**config.mk**
```make
export PLATFORM = sky130hd
export DESIGN_NAME = dmem_arbiter
export DESIGN_NICKNAME = d
export VERILOG_FILES = /design/src/rtl/dmem_arb_pkg.sv /design/src/rtl/arb2_select.sv /design/src/rtl/dmem_arbiter.sv
export SDC_FILE = /design/constraint.sdc
export NUM_CORES = 1
export LEC_CHECK = 0
export ABC_AREA = 1
export ABC_CLOCK_PERIOD_IN_PS = 2800
export CORE_MARGIN = 5
export CORE_UTILIZATION = 44
export CTS_CLUSTER_DIAMETER = 40
export CTS_CLUSTER_SIZE = 25
export DETAILED_ROUTE_END_ITERATION = 10
export PLACE_DENSITY = 0.87
export SYNTH_ARGS = -nofsm -noshare
export SYNTH_HDL_FRONTEND = slang
export SYNTH_SLANG_ARGS = --single-unit
```
**constraint.sdc**
```tcl
create_clock -name clk -period 2.8 [get_ports clk]
set_clock_uncertainty 0.1 [all_clocks]
set_input_delay 0.42 -clock clk [delete_from_list [all_inputs] [get_ports clk]]
set_output_delay 0.42 -clock clk [all_outputs]
set_load 0.03 [all_outputs]
```
**src/rtl/dmem_arb_pkg.sv**
```systemverilog
// Shared encodings for the data-memory arbiter (dmem_arbiter, arb2_select).
// Tie-break policy is selected with DMEM_ARB_RR_EN.
package dmem_arb_pkg;

    typedef enum logic [1:0] {
        IDLE = 2'd0,
        BUSY = 2'd1,
        DONE = 2'd2
    } arb_state_e;

    typedef enum logic {
        PORT_C = 1'b0,
        PORT_D = 1'b1
    } port_id_e;

    localparam int CNT_W = 4;

    function automatic port_id_e other_port(input port_id_e p);
        return (p == PORT_C) ? PORT_D : PORT_C;
    endfunction

endpackage

```
**src/rtl/arb2_select.sv**
```systemverilog
// Combinational two-way winner pick between the CPU (C) and DMA (D) ports.
// DMEM_ARB_RR_EN defined: ties alternate via last_grant; undefined: C always wins ties.
module arb2_select
    import dmem_arb_pkg::*;
(
    input  logic     c_req,
    input  logic     d_req,
`ifdef DMEM_ARB_RR_EN
    input  port_id_e last_grant,
`endif
    output logic     grant_vld,
    output port_id_e grant_id
);

    always_comb begin
        grant_vld = c_req | d_req;
        grant_id  = PORT_C;
        if (c_req && d_req) begin
`ifdef DMEM_ARB_RR_EN
            grant_id = other_port(last_grant);
`else
            grant_id = PORT_C;
`endif
        end else if (d_req) begin
            grant_id = PORT_D;
        end
    end

endmodule

```
**src/rtl/dmem_arbiter.sv**
```systemverilog
// Arbitrates the single data-memory port between CPU (C) and DMA (D) requesters.
// Round-robin tie-break with DMEM_ARB_RR_EN, fixed C priority otherwise.
module dmem_arbiter
    import dmem_arb_pkg::*;
#(
    parameter int MEM_LATENCY = 1,
    parameter int DATA_W      = 32
) (
    input  logic              clk,
    input  logic              reset,
    input  logic              c_req,
    input  logic              c_we,
    input  logic [DATA_W-1:0] c_addr,
    input  logic [DATA_W-1:0] c_wdata,
    output logic              c_ready,
    output logic [DATA_W-1:0] c_rdata,
    input  logic              d_req,
    input  logic              d_we,
    input  logic [DATA_W-1:0] d_addr,
    input  logic [DATA_W-1:0] d_wdata,
    output logic              d_ready,
    output logic [DATA_W-1:0] d_rdata,
    output logic [DATA_W-1:0] mem_addr,
    output logic [DATA_W-1:0] mem_din,
    output logic              mem_read,
    output logic              mem_write,
    input  logic [DATA_W-1:0] mem_dout,
    output logic              busy
);

    arb_state_e        state_q, state_d;
    logic [CNT_W-1:0]  cnt_q;
    port_id_e          id_q;
    logic              we_q;
    logic [DATA_W-1:0] addr_q;
    logic [DATA_W-1:0] wdata_q;
    logic [DATA_W-1:0] rdata_q;
    logic              grant_vld;
    port_id_e          grant_id;
    logic              in_busy, in_done, last_cycle;

`ifdef DMEM_ARB_RR_EN
    port_id_e last_grant;

    // Reset to D so the first tie after reset goes to C.
    always_ff @(posedge clk or negedge reset) begin
        if (!reset) begin
            last_grant <= PORT_D;
        end else if (state_q == DONE) begin
            last_grant <= id_q;
        end
    end
`endif

    arb2_select u_sel (
        .c_req      (c_req),
        .d_req      (d_req),
`ifdef DMEM_ARB_RR_EN
        .last_grant (last_grant),
`endif
        .grant_vld  (grant_vld),
        .grant_id   (grant_id)
    );

    always_ff @(posedge clk or negedge reset) begin
        if (!reset) begin
            state_q <= IDLE;
        end else begin
            state_q <= state_d;
        end
    end

    always_comb begin
        state_d = state_q;
        case (state_q)
            IDLE:    if (grant_vld) state_d = BUSY;
            BUSY:    if (cnt_q == '0) state_d = DONE;
            DONE:    state_d = IDLE;
            default: state_d = IDLE;
        endcase
    end

    // Request latches, latency counter and read-data capture.
    always_ff @(posedge clk or negedge reset) begin
        if (!reset) begin
            cnt_q   <= '0;
            id_q    <= PORT_C;
            we_q    <= 1'b0;
            addr_q  <= '0;
            wdata_q <= '0;
            rdata_q <= '0;
        end else begin
            case (state_q)
                IDLE: begin
                    if (grant_vld) begin
                        id_q    <= grant_id;
                        we_q    <= (grant_id == PORT_D) ? d_we    : c_we;
                        addr_q  <= (grant_id == PORT_D) ? d_addr  : c_addr;
                        wdata_q <= (grant_id == PORT_D) ? d_wdata : c_wdata;
                        cnt_q   <= CNT_W'(MEM_LATENCY - 1);
                    end
                end
                BUSY: begin
                    if (cnt_q == '0) begin
                        rdata_q <= we_q ? '0 : mem_dout;
                    end else begin
                        cnt_q <= cnt_q - CNT_W'(1);
                    end
                end
                default: ;
            endcase
        end
    end

    assign in_busy    = (state_q == BUSY);
    assign in_done    = (state_q == DONE);
    assign last_cycle = in_busy && (cnt_q == '0);

    // Memory bus is held at zero outside BUSY so an aborted access leaves nothing driven.
    assign mem_addr  = in_busy ? addr_q  : '0;
    assign mem_din   = in_busy ? wdata_q : '0;
    assign mem_read  = in_busy && !we_q;
    assign mem_write = last_cycle && we_q;
    assign busy      = in_busy || in_done;

    assign c_ready = in_done && (id_q == PORT_C);
    assign d_ready = in_done && (id_q == PORT_D);
    assign c_rdata = c_ready ? rdata_q : '0;
    assign d_rdata = d_ready ? rdata_q : '0;

endmodule

```
; ---- Yosys cells after proc, flatten, opt, wreduce, memory -nomap -nowiden
; Index checks and enable logic that the tools add are counted.
[word_totals]
reg_bits = 104
latch_bits = 0
ramBits = 0
romBits = 0
input_bits = 166
output_inout_bits = 133
elab_cells = 46
n_memories = 0
[op_classes]
add_sub_neg = 1
n_mul = 0
n_div = 0
n_lt_le_gt_ge = 0
n_eq_ne = 5
n_shift = 0
mux = 16
bitwise = 2
reduce_logical = 15
[ops]
columns = cell, n
row1 = 2-to-1 mux 32 bit, 7
row2 = 2-to-1 mux 4 bit, 2
row3 = one-hot mux 4 bit (2 select lines), 1
row4 = logical AND 1 bit, 6
row5 = AND reduction 2 bit, 3
row6 = zero test 4 bit, 1
row7 = 2-to-1 mux 2 bit, 2
row8 = != test 2 bit (second input constant), 2
row9 = one-hot mux 2 bit (2 select lines), 1
row10 = subtractor 4 x 1 -> 4 bit (second input constant), 1
row11 = 2-to-1 mux 1 bit, 3
row12 = AND reduction 3 bit, 1
row13 = equality test 2 x 1 -> 1 bit (second input constant), 1
row14 = equality test 2 bit (second input constant), 1
row15 = zero test 2 bit, 1
row16 = != test 2 x 1 -> 1 bit (second input constant), 1
row17 = nonzero test 2 bit, 1
row18 = zero test 1 bit, 1
row19 = logical OR 1 bit, 1
row20 = inverter 1 bit, 1
row21 = OR 1 bit, 1

; ---- Longest topological paths before layout
; Gate-level depths: netlist of the first run.
[depth]
depth_word = 3
ltp_mapped = 9
mapped_depth_nobuf = 8

; ---- By module
; Synthesis of the first run repeated with hierarchy kept, for this count alone.
[unflattened]
cells_unflattened = 763
area_unflattened_um2 = 6173.4
[by_module_without_submodules]
columns = module, instances, cells_each, area_per_inst_um2, seq_area_each_um2
row1 = dmem_arbiter, 1, 759, 6158.4, 2602.5
row2 = arb2_select, 1, 4, 15.0, 0.0

; ---- Worst setup path after synthesis of the first run
; No wires, ideal clock.
[synth_path]
kind = register to output
start = reg state_q[0]
end = out c_rdata[10]
arrival_ps = 1921
required_ps = 2280
path_slack_ps = 359
stages_incl_launch_ff = 8
path_buffers = 1
path_cell_list = dfrtp_1 inv_1 ha_1 inv_1 nor2_1 inv_1 clkbuf_1 nor2_1
[synth_via]
elab_chain_len = 3
[synth_lines]
columns = element, line_no
row1 = "start, declared", dmem_arbiter.sv:31  ; arb_state_e state_q, state_d;
row2 = "start signal, assigned", dmem_arbiter.sv:69  ; state_q <= state_d;
row3 = equality test 2 bit, dmem_arbiter.sv:116  ; assign in_done = (state_q == DONE);
row4 = logical AND 1 bit, dmem_arbiter.sv:126  ; assign c_ready = in_done && (id_q == PORT_C);
row5 = named net c_ready, dmem_arbiter.sv:15  ; output logic c_ready,
row6 = 2-to-1 mux 32 bit, dmem_arbiter.sv:128  ; assign c_rdata = c_ready ? rdata_q : '0;
row7 = "end, declared", dmem_arbiter.sv:16  ; output logic [DATA_W-1:0] c_rdata,
; The timed path passes the listed nets, and every way through them passes these cells.

; ---- Worst setup path after layout of the first run
[layout_path]
start = reg state_q[0]
end = out d_rdata[10]
[layout_via]
elab_chain_len = 3
[layout_lines]
columns = element, line_no
row1 = equality test 2 bit, dmem_arbiter.sv:116
row2 = logical AND 1 bit, dmem_arbiter.sv:127  ; assign d_ready = in_done && (id_q == PORT_D);
row3 = 2-to-1 mux 32 bit, dmem_arbiter.sv:129  ; assign d_rdata = d_ready ? rdata_q : '0;
row4 = "end, declared", dmem_arbiter.sv:22  ; output logic [DATA_W-1:0] d_rdata,
; No other way between the ends.

==> Flow_metrics.wiki, run 1 <==
{| class="wikitable"
! Metric !! Value
|-
| Status || completed
|-
| Data arrival time of the critical path || 2.19 ns
|-
| Synth-to-Final Area Change || 56.5%
|-
| Average vias per placed instance || 4.56
|-
| Hpwl dp || 13800 microns
|-
| Router iterations before antenna repair || 5
|-
| Io pins || 299
|-
| Post-layout min period || 2.71 ns
|-
| Synthesized area divided by synthesized cell count || 6.37 sq um
|-
| Distinct cell type count after synthesis || 21
|-
| Kind of launch point of the worst setup path || flip-flop
|-
| Tcrit/Tclk final || 96.8%
|-
| Sequential fraction of the synthesis area || 44.0%
|-
| HP Start || cnt_q[0]$_DFFE_PN0P_
|-
| Static Leakage || 5.70 nW
|-
| Via count || 6291
|-
| Flip-flop and latch count after synthesis || 104
|-
| Total routed wirelength || 18300 microns
|-
| Net total in the final layout || 1372
|-
| Data required time at the worst endpoint || 2.28 ns
|-
| Overflow left after global routing || 0
|-
| Number of H-tree branching levels || 3
|-
| Hold Violations, Final || 0
|-
| Remaining DRCs || 0
|-
| Hold path depth || 2
|-
| Total Negative Setup Slacks || 0 ns
|-
| Final standard cell count with taps included and fillers excluded || 1381
|-
| Share of cells above drive strength 1 || 3.15%
|-
| Max frequency || 369 MHz
|-
| Wire length of the first global-routing pass || 29300 microns
|-
| Crit-path max FO || 33
|-
| Max-slew violation count || 0
|-
| Clock net sink count || 104
|-
| Post-synthesis compound-gate area fraction || 2.96%
|-
| Initial antenna violation count || 0
|-
| Die H || 126 microns
|-
| Tightest Pin Transition || 1.11 ns
|-
| Simple-gate area share of the yosys netlist || 39.7%
|-
| Number of cells on the worst reg-to-reg path || 6
|-
| Post-CTS Repair Setup Buffers || 0
|-
| Worst vdd rail ir drop || 0.000809 V
|-
| Share of synthesized cell area in full adder, half adder and majority cells || 1.27%
|-
| Max cap viols || 0
|-
| Number of setup violations in the final report || 0
|-
| Clock tree from TritonCTS || built
|-
| Num CTS Buffers || 9
|-
| Max-slew headroom || 25.9%
|-
| Flop-to-flop setup slack || 0.65 ns
|-
| WL per Instance || 13.3 microns
|-
| Starting utilization of the core area || 44.8%
|-
| Worst Hold Class || flip-flop to flip-flop
|-
| Core region area || 0.0132 sq mm
|-
| Critical path's top delay family || buffers and inverters
|-
| Vias in the first global route || 6083
|-
| Rows || 42
|-
| All-layer global routing usage || 22.3%
|-
| Die outline area || 0.0159 sq mm
|-
| Power consumption || 7.95 mW
|-
| Ant diodes || 0
|-
| Count of nets left with antenna violations after detail routing || 0
|-
| Final weighted congestion in routability-driven placement || 0.846
|-
| Critical Path Slowest Stage Cell || sky130_fd_sc_hd__clkdlybuf4s50_1
|-
| Cell Chain, Critical Path || inv_1 > ha_1 > nand2_1 > buf_4 > nor2_1 > clkdlybuf4s50_1
|-
| Placed Cells || 1364
|-
| Levels on crit path || 6
|-
| Chip width || 126 microns
|-
| Launching point of the worst reg2reg path || state_q[1]$_DFFE_PN0P_
|-
| Cell area after technology mapping || 0.00592 sq mm
|-
| Synthesis warning total || 0
|-
| IO Port Bufs || 298
|-
| Combinational family with the most area after synthesis || simple AND/OR/NAND/NOR gates
|-
| Bufs on Longest Clock Path || 2
|-
| Post-synthesis share of cell area spent on xor and xnor gates || 0.148%
|-
| Clock slew seen by the registers of the worst setup and hold paths || 0.07 ns
|-
| Root buffer selected by CTS || sky130_fd_sc_hd__clkbuf_16
|-
| Count of buffering cells on the critical path with inverters included || 3
|-
| Peak per-stage delay on the critical path || 0.68 ns
|-
| Synthesized netlist net count || 1101
|-
| CP Class || flip-flop to output pin
|-
| Largest net degree at the start of global routing || 68
|-
| Synth Instances || 929
|-
| Nature of the critical path endpoint || output pin
|-
| Start point of the critical path || state_q[0]$_DFFE_PN0P_
|-
| Mux share of post-synthesis cell area || 0%
|-
| Latest clock arrival within the worst-skew pair || 0.34 ns
|-
| Power density of the placed cells || 859 mW/mm^2
|-
| Initial DRC count || 368
|}
[stage by stage]
stage,worst slack [ns],utilization [%],area [sq um],hold WS (ns)
6_report,0.0888,70.2,9260,0.379
5_1_grt,-0.0176,70.2,9260,0.397
4_1_cts,0.0611,69.7,9200,0.383
3_5_place_dp,0.302,67.9,8960,0.352
3_3_place_gp,0.356,67.9,8960,0.355
2_1_floorplan,0.359,-,5920,0.0244
[cell usage after synthesis (all sizes together)]
| cell type | instances | area (sq um) |
|---|---|---|
| clkbuf | 17 | 65.1 |
| inv | 111 | 417 |
| o21ai | 33 | 169 |
| nor2 | 73 | 277 |
| xor2 | 1 | 8.76 |
| nand3 | 3 | 15.0 |
| dfrtp | 104 | 2600 |
| o22ai | 1 | 6.26 |
| ha | 6 | 75.1 |
| nand3b | 1 | 7.51 |
| nand4 | 1 | 6.26 |
| buf | 34 | 225 |
| nand2 | 544 | 2040 |
[registers in the layout, indices dropped and copies added, names as in the netlist]
name     cells
addr_q      32
rdata_q     32
wdata_q     32
cnt_q        4
state_q      2
id_q         1
we_q         1
[power by group]
group	switching [mW]	internal [mW]
clock	0.543	0.652
combinational	2.67	1.50
sequential	0.402	2.19
[repair_timing]
item                                   in CTS  in global routing
endpoints found under the hold margin      43                  0
hold buffers                                1                  0
resized for setup                          51                 28
setup endpoints to repair                  82                 27
[worst min-delay path, stage by stage, from the launching register on]
cell	delay, ns
sky130_fd_sc_hd__dfrtp_1	0.34
sky130_fd_sc_hd__nand2_1	0.06
sky130_fd_sc_hd__nand2_1	0.05
[path summary, 6_finish.rpt]
check / endpoint
min in group asynchronous: wdata_q[11]$_DFFE_PN0P_
max in group asynchronous: wdata_q[29]$_DFFE_PN0P_
max reg2reg: wdata_q[24]$_DFFE_PN0P_
min reg2reg: cnt_q[0]$_DFFE_PN0P_
min: cnt_q[0]$_DFFE_PN0P_
max: d_rdata[10]
[cell families (layout without fill, tap and decap cells)]
group,after synthesis,after routing
simple gates,622,622
buf+inv,162,438
flops,104,104
compound gates,34,34
fa+ha+maj,6,6
xor+xnor,1,1
[cells in the final DEF (no fill, tap or decap), types with 2 or more instances in the layout]
cell type,synthesis,final
sky130_fd_sc_hd__clkinvlp_4,0,2
sky130_fd_sc_hd__dfrtp_1,104,104
sky130_fd_sc_hd__dlygate4sd2_1,0,49
sky130_fd_sc_hd__clkdlybuf4s50_1,0,219
sky130_fd_sc_hd__dlymetal6s2s_1,0,26
sky130_fd_sc_hd__buf_4,10,13
sky130_fd_sc_hd__buf_12,0,2
sky130_fd_sc_hd__clkbuf_8,0,2
sky130_fd_sc_hd__inv_2,3,3
sky130_fd_sc_hd__nand3_1,3,2
sky130_fd_sc_hd__nand2_1,544,544
sky130_fd_sc_hd__clkbuf_16,0,9
sky130_fd_sc_hd__ha_1,6,5
sky130_fd_sc_hd__o21ai_0,31,31
sky130_fd_sc_hd__nor2_1,72,72
sky130_fd_sc_hd__inv_1,108,108
[final cells by class]
class / instances / area, sq um
Clock inverter: 4 / 28.8
Timing Repair Buffer: 311 / 3100
Tap cell: 176 / 220
Multi-Input combinational cell: 663 / 2640
Clock buffer: 12 / 256
Fill cell: 1127 / 3930
Sequential cell: 104 / 2600
Inverter: 111 / 417
[per-layer routing]
| layer | wire, microns | part of all wire [%] | up-vias | track usage, % |
|---|---|---|---|---|
| met4 | 539 | 2.9 | 0 | 7.70 |
| met1 | 6870 | 38 | 2806 | 24.7 |
| met5 | 0 | 0 | - | 0 |
| met3 | 1460 | 8.0 | 40 | 7.37 |
| met2 | 9440 | 52 | 219 | 40.1 |
| li1 | - | - | 3226 | - |
Note: power is estimated with default switching activity, not from simulation.
==> inputs of run 2 (changes only) <==
--- a/config.mk
+++ b/config.mk
@@ -7,12 +7,12 @@
 export LEC_CHECK = 0
 export ABC_AREA = 1
 export ABC_CLOCK_PERIOD_IN_PS = 2800
+export CAP_MARGIN = 20
 export CORE_MARGIN = 5
-export CORE_UTILIZATION = 44
+export CORE_UTILIZATION = 30
 export CTS_CLUSTER_DIAMETER = 40
 export CTS_CLUSTER_SIZE = 25
 export DETAILED_ROUTE_END_ITERATION = 10
-export PLACE_DENSITY = 0.87
 export SYNTH_ARGS = -nofsm -noshare
 export SYNTH_HDL_FRONTEND = slang
 export SYNTH_SLANG_ARGS = --single-unit
==> run 2 against run 1 <==
  * Hold slack worse by 0.0016 ns
  * Combinational power up 1%
  * Maximum frequency up 1.6%
  * Wire length up 8.0%
  * Largest power group unchanged
  * Highest routed layer unchanged
==> Flow_metrics.wiki, run 2 (synthesis gave the netlist of run 1 again) <==
{| class="wikitable"
! Metric !! Value
|-
| Status || completed (unchanged)
|-
| Num CTS Buffers || 9 (unchanged)
|-
| Top library cells by usage in the layout, fill and taps aside || sky130_fd_sc_hd__nand2_1, sky130_fd_sc_hd__clkdlybuf4s50_1, sky130_fd_sc_hd__inv_1 (unchanged)
|-
| Initial DRC count || 293 (was 368)
|-
| Count of nets left with antenna violations after detail routing || 0 (unchanged)
|-
| Wire length of the first global-routing pass || 30600 microns (was 29300 microns)
|-
| Switching share of power || 44.5% (was 45.4%)
|-
| Starting utilization of the core area || 30.4% (was 44.8%)
|-
| Io pins || 299 (unchanged)
|-
| Max cap viols || 0 (unchanged)
|-
| Critical path's top delay family || buffers and inverters (unchanged)
|-
| CP Class || flip-flop to output pin (unchanged)
|-
| Vias in the first global route || 5808 (was 6083)
|-
| Initial antenna violation count || 0 (unchanged)
|-
| Remaining DRCs || 0 (unchanged)
|-
| Number of cells on the worst reg-to-reg path || 8 (was 6)
|-
| Average vias per placed instance || 4.21 (was 4.56)
|-
| IO Port Bufs || 298 (unchanged)
|-
| Final weighted congestion in routability-driven placement || 0.770 (was 0.846)
|-
| Max-slew headroom || 49.2% (was 25.9%)
|-
| Total routed wirelength || 19800 microns (was 18300 microns)
|-
| Ant diodes || 0 (unchanged)
|-
| Internal Dissipation || 4.54 mW (was 4.34 mW)
|-
| Count of buffering cells on the critical path with inverters included || 3 (unchanged)
|-
| Relative contribution of the clock network to total power || 17.1% (was 15.0%)
|-
| Bufs on Longest Clock Path || 2 (unchanged)
|-
| Number of H-tree branching levels || 3 (unchanged)
|-
| Max-slew violation count || 0 (unchanged)
|-
| Tightest Pin Transition || 0.762 ns (was 1.11 ns)
|-
| HP Start || wdata_q[23]$_DFFE_PN0P_ (was cnt_q[0]$_DFFE_PN0P_)
|-
| Die outline area || 0.0226 sq mm (was 0.0159 sq mm)
|-
| Biggest regs || addr_q: 32 flops, rdata_q: 32 flops, wdata_q: 32 flops (unchanged)
|-
| Sequential share of power || 31.1% (was 32.6%)
|-
| Tcrit/Tclk final || 95.3% (was 96.8%)
|-
| Synth-to-Final Area Change || 62.1% (was 56.5%)
|-
| Largest net degree at the start of global routing || 68 (unchanged)
|-
| Power consumption || 8.18 mW (was 7.95 mW)
|-
| Cell Chain, Critical Path || inv_1 > ha_1 > nand2_1 > buf_4 > nor2_1 > clkdlybuf4s50_1 (unchanged)
|-
| Router iterations before antenna repair || 4 (was 5)
|-
| Root buffer selected by CTS || sky130_fd_sc_hd__clkbuf_16 (unchanged)
|-
| Most common cell after layout, fill and taps aside || sky130_fd_sc_hd__nand2_1 (unchanged)
|-
| Latest clock arrival within the worst-skew pair || 0.35 ns (was 0.34 ns)
|-
| Number of setup violations in the final report || 0 (unchanged)
|-
| Unrepaired setup endpoints after global routing || no
|-
| Worst Hold Class || flip-flop to flip-flop (unchanged)
|-
| Levels on crit path || 6 (unchanged)
|-
| Clock tree from TritonCTS || built (unchanged)
|-
| Hpwl dp || 14400 microns (was 13800 microns)
|-
| Data required time at the worst endpoint || 2.28 ns (about the same)
|-
| Die H || 150 microns (was 126 microns)
|-
| Overflow left after global routing || 0 (unchanged)
|-
| Data arrival time of the critical path || 2.15 ns (was 2.19 ns)
|-
| Number of filler instances in the final layout || 1977 (was 1127)
|-
| Crit-path max FO || 33 (unchanged)
|-
| Net Switching || 3.64 mW (was 3.61 mW)
|-
| Combinational group share of total power || 51.7% (was 52.4%)
|-
| Chip width || 150 microns (was 126 microns)
|-
| Rows || 51 (was 42)
|-
| Net total in the final layout || 1372 (unchanged)
|-
| Max frequency || 375 MHz (was 369 MHz)
|-
| All-layer global routing usage || 17.0% (was 22.3%)
|-
| Power density of the placed cells || 853 mW/mm^2 (was 859 mW/mm^2)
|-
| Hold path depth || 2 (unchanged)
|-
| Via count || 6188 (was 6291)
|-
| Clock slew seen by the registers of the worst setup and hold paths || 0.07 ns (about the same)
|-
| Nature of the critical path endpoint || output pin (unchanged)
|-
| Share of cells above drive strength 1 || 2.99% (was 3.15%)
|-
| Clock net sink count || 104 (unchanged)
|-
| Static Leakage || 6.55 nW (was 5.70 nW)
|-
| Start point of the critical path || state_q[0]$_DFFE_PN0P_ (unchanged)
|-
| Total Negative Setup Slacks || 0 ns (unchanged)
|-
| Hold Violations, Final || 0 (unchanged)
|-
| Core region area || 0.0195 sq mm (was 0.0132 sq mm)
|-
| Critical Path Slowest Stage Cell || sky130_fd_sc_hd__clkdlybuf4s50_1 (unchanged)
|-
| WL per Instance || 13.5 microns (was 13.3 microns)
|-
| Launching point of the worst reg2reg path || state_q[0]$_DFFE_PN0P_ (was state_q[1]$_DFFE_PN0P_)
|-
| Kind of launch point of the worst setup path || flip-flop (unchanged)
|-
| Worst vdd rail ir drop || 0.000670 V (was 0.000809 V)
|-
| Post-layout min period || 2.67 ns (was 2.71 ns)
|-
| Flop-to-flop setup slack || 0.68 ns (was 0.65 ns)
|-
| Peak per-stage delay on the critical path || 0.68 ns (about the same)
|}
[run 2: what timing repair did]
action / in CTS / in global routing
setup buffers: 0 / 0
setup endpoints to repair: 58 / 78
gates cloned: 0 / 0
gates resized for setup: 39 / 78
hold buffers: 1 / 0
hold endpoints to repair: 25 / 0
[run 2: tightest hold or removal path: cells and delay by family, from the launching register on]
family,cells,cell delay (ns)
flip-flops,1,0.34
AND/OR/NAND/NOR,2,0.10
[run 2: metal layers]
layer,global-route usage (%),wire length (microns),up-vias
met5,0,0,-
met4,4.07,245,0
met3,5.90,1730,15
met2,28.2,9440,193
met1,21.3,8360,2755
li1,-,-,3225
[run 2: stage by stage]
step                      setup slack [ns]  hold WS [ns]  instance area, sq um  std cells  utilization [%]
final                                0.131         0.377                  9590       1470             49.3
after global routing             0.0000284         0.402                  9590       1470             49.3
after CTS                          0.00728         0.384                  9390       1470             48.3
after detailed placement             0.314         0.279                  9090       1453             46.7
after global placement               0.253         0.278                  9050       1451             46.5
after floorplan                      0.359        0.0244                  5920        929                -
[run 2: area by class of cell]
| class | count | area [sq um] | area share [%] |
|---|---|---|---|
| clock buffer | 12 | 256 | 2.67 |
| timing repair buffer | 311 | 3280 | 34.2 |
| multi-input combinational | 663 | 2630 | 27.4 |
| sequential | 104 | 2600 | 27.1 |
| inverter | 111 | 417 | 4.34 |
| tap | 265 | 332 | 3.46 |
| clock inverter | 4 | 76.3 | 0.796 |
[run 2: power groups by stage]
| stage | clock network, mW | registers [mW] | logic (mW) |
|---|---|---|---|
| final | 1.40 | 2.55 | 4.23 |
| after detailed placement | 0 | 2.56 | 4.41 |
| after global routing | 1.51 | 2.64 | 4.73 |
| after global placement | 0 | 2.55 | 4.35 |
| after CTS | 1.45 | 2.55 | 4.37 |
| after floorplan | 0 | 2.48 | 2.79 |
[run 2: final timing paths]
kind                                           endpoint
min in group asynchronous       rdata_q[16]$_DFFE_PN0P_
worst max-delay path                        d_rdata[11]
worst min-delay path            wdata_q[23]$_DFFE_PN0P_
worst min register to register  wdata_q[23]$_DFFE_PN0P_
worst max register to register     cnt_q[3]$_DFFE_PN0P_
max in group asynchronous       rdata_q[22]$_DFFE_PN0P_
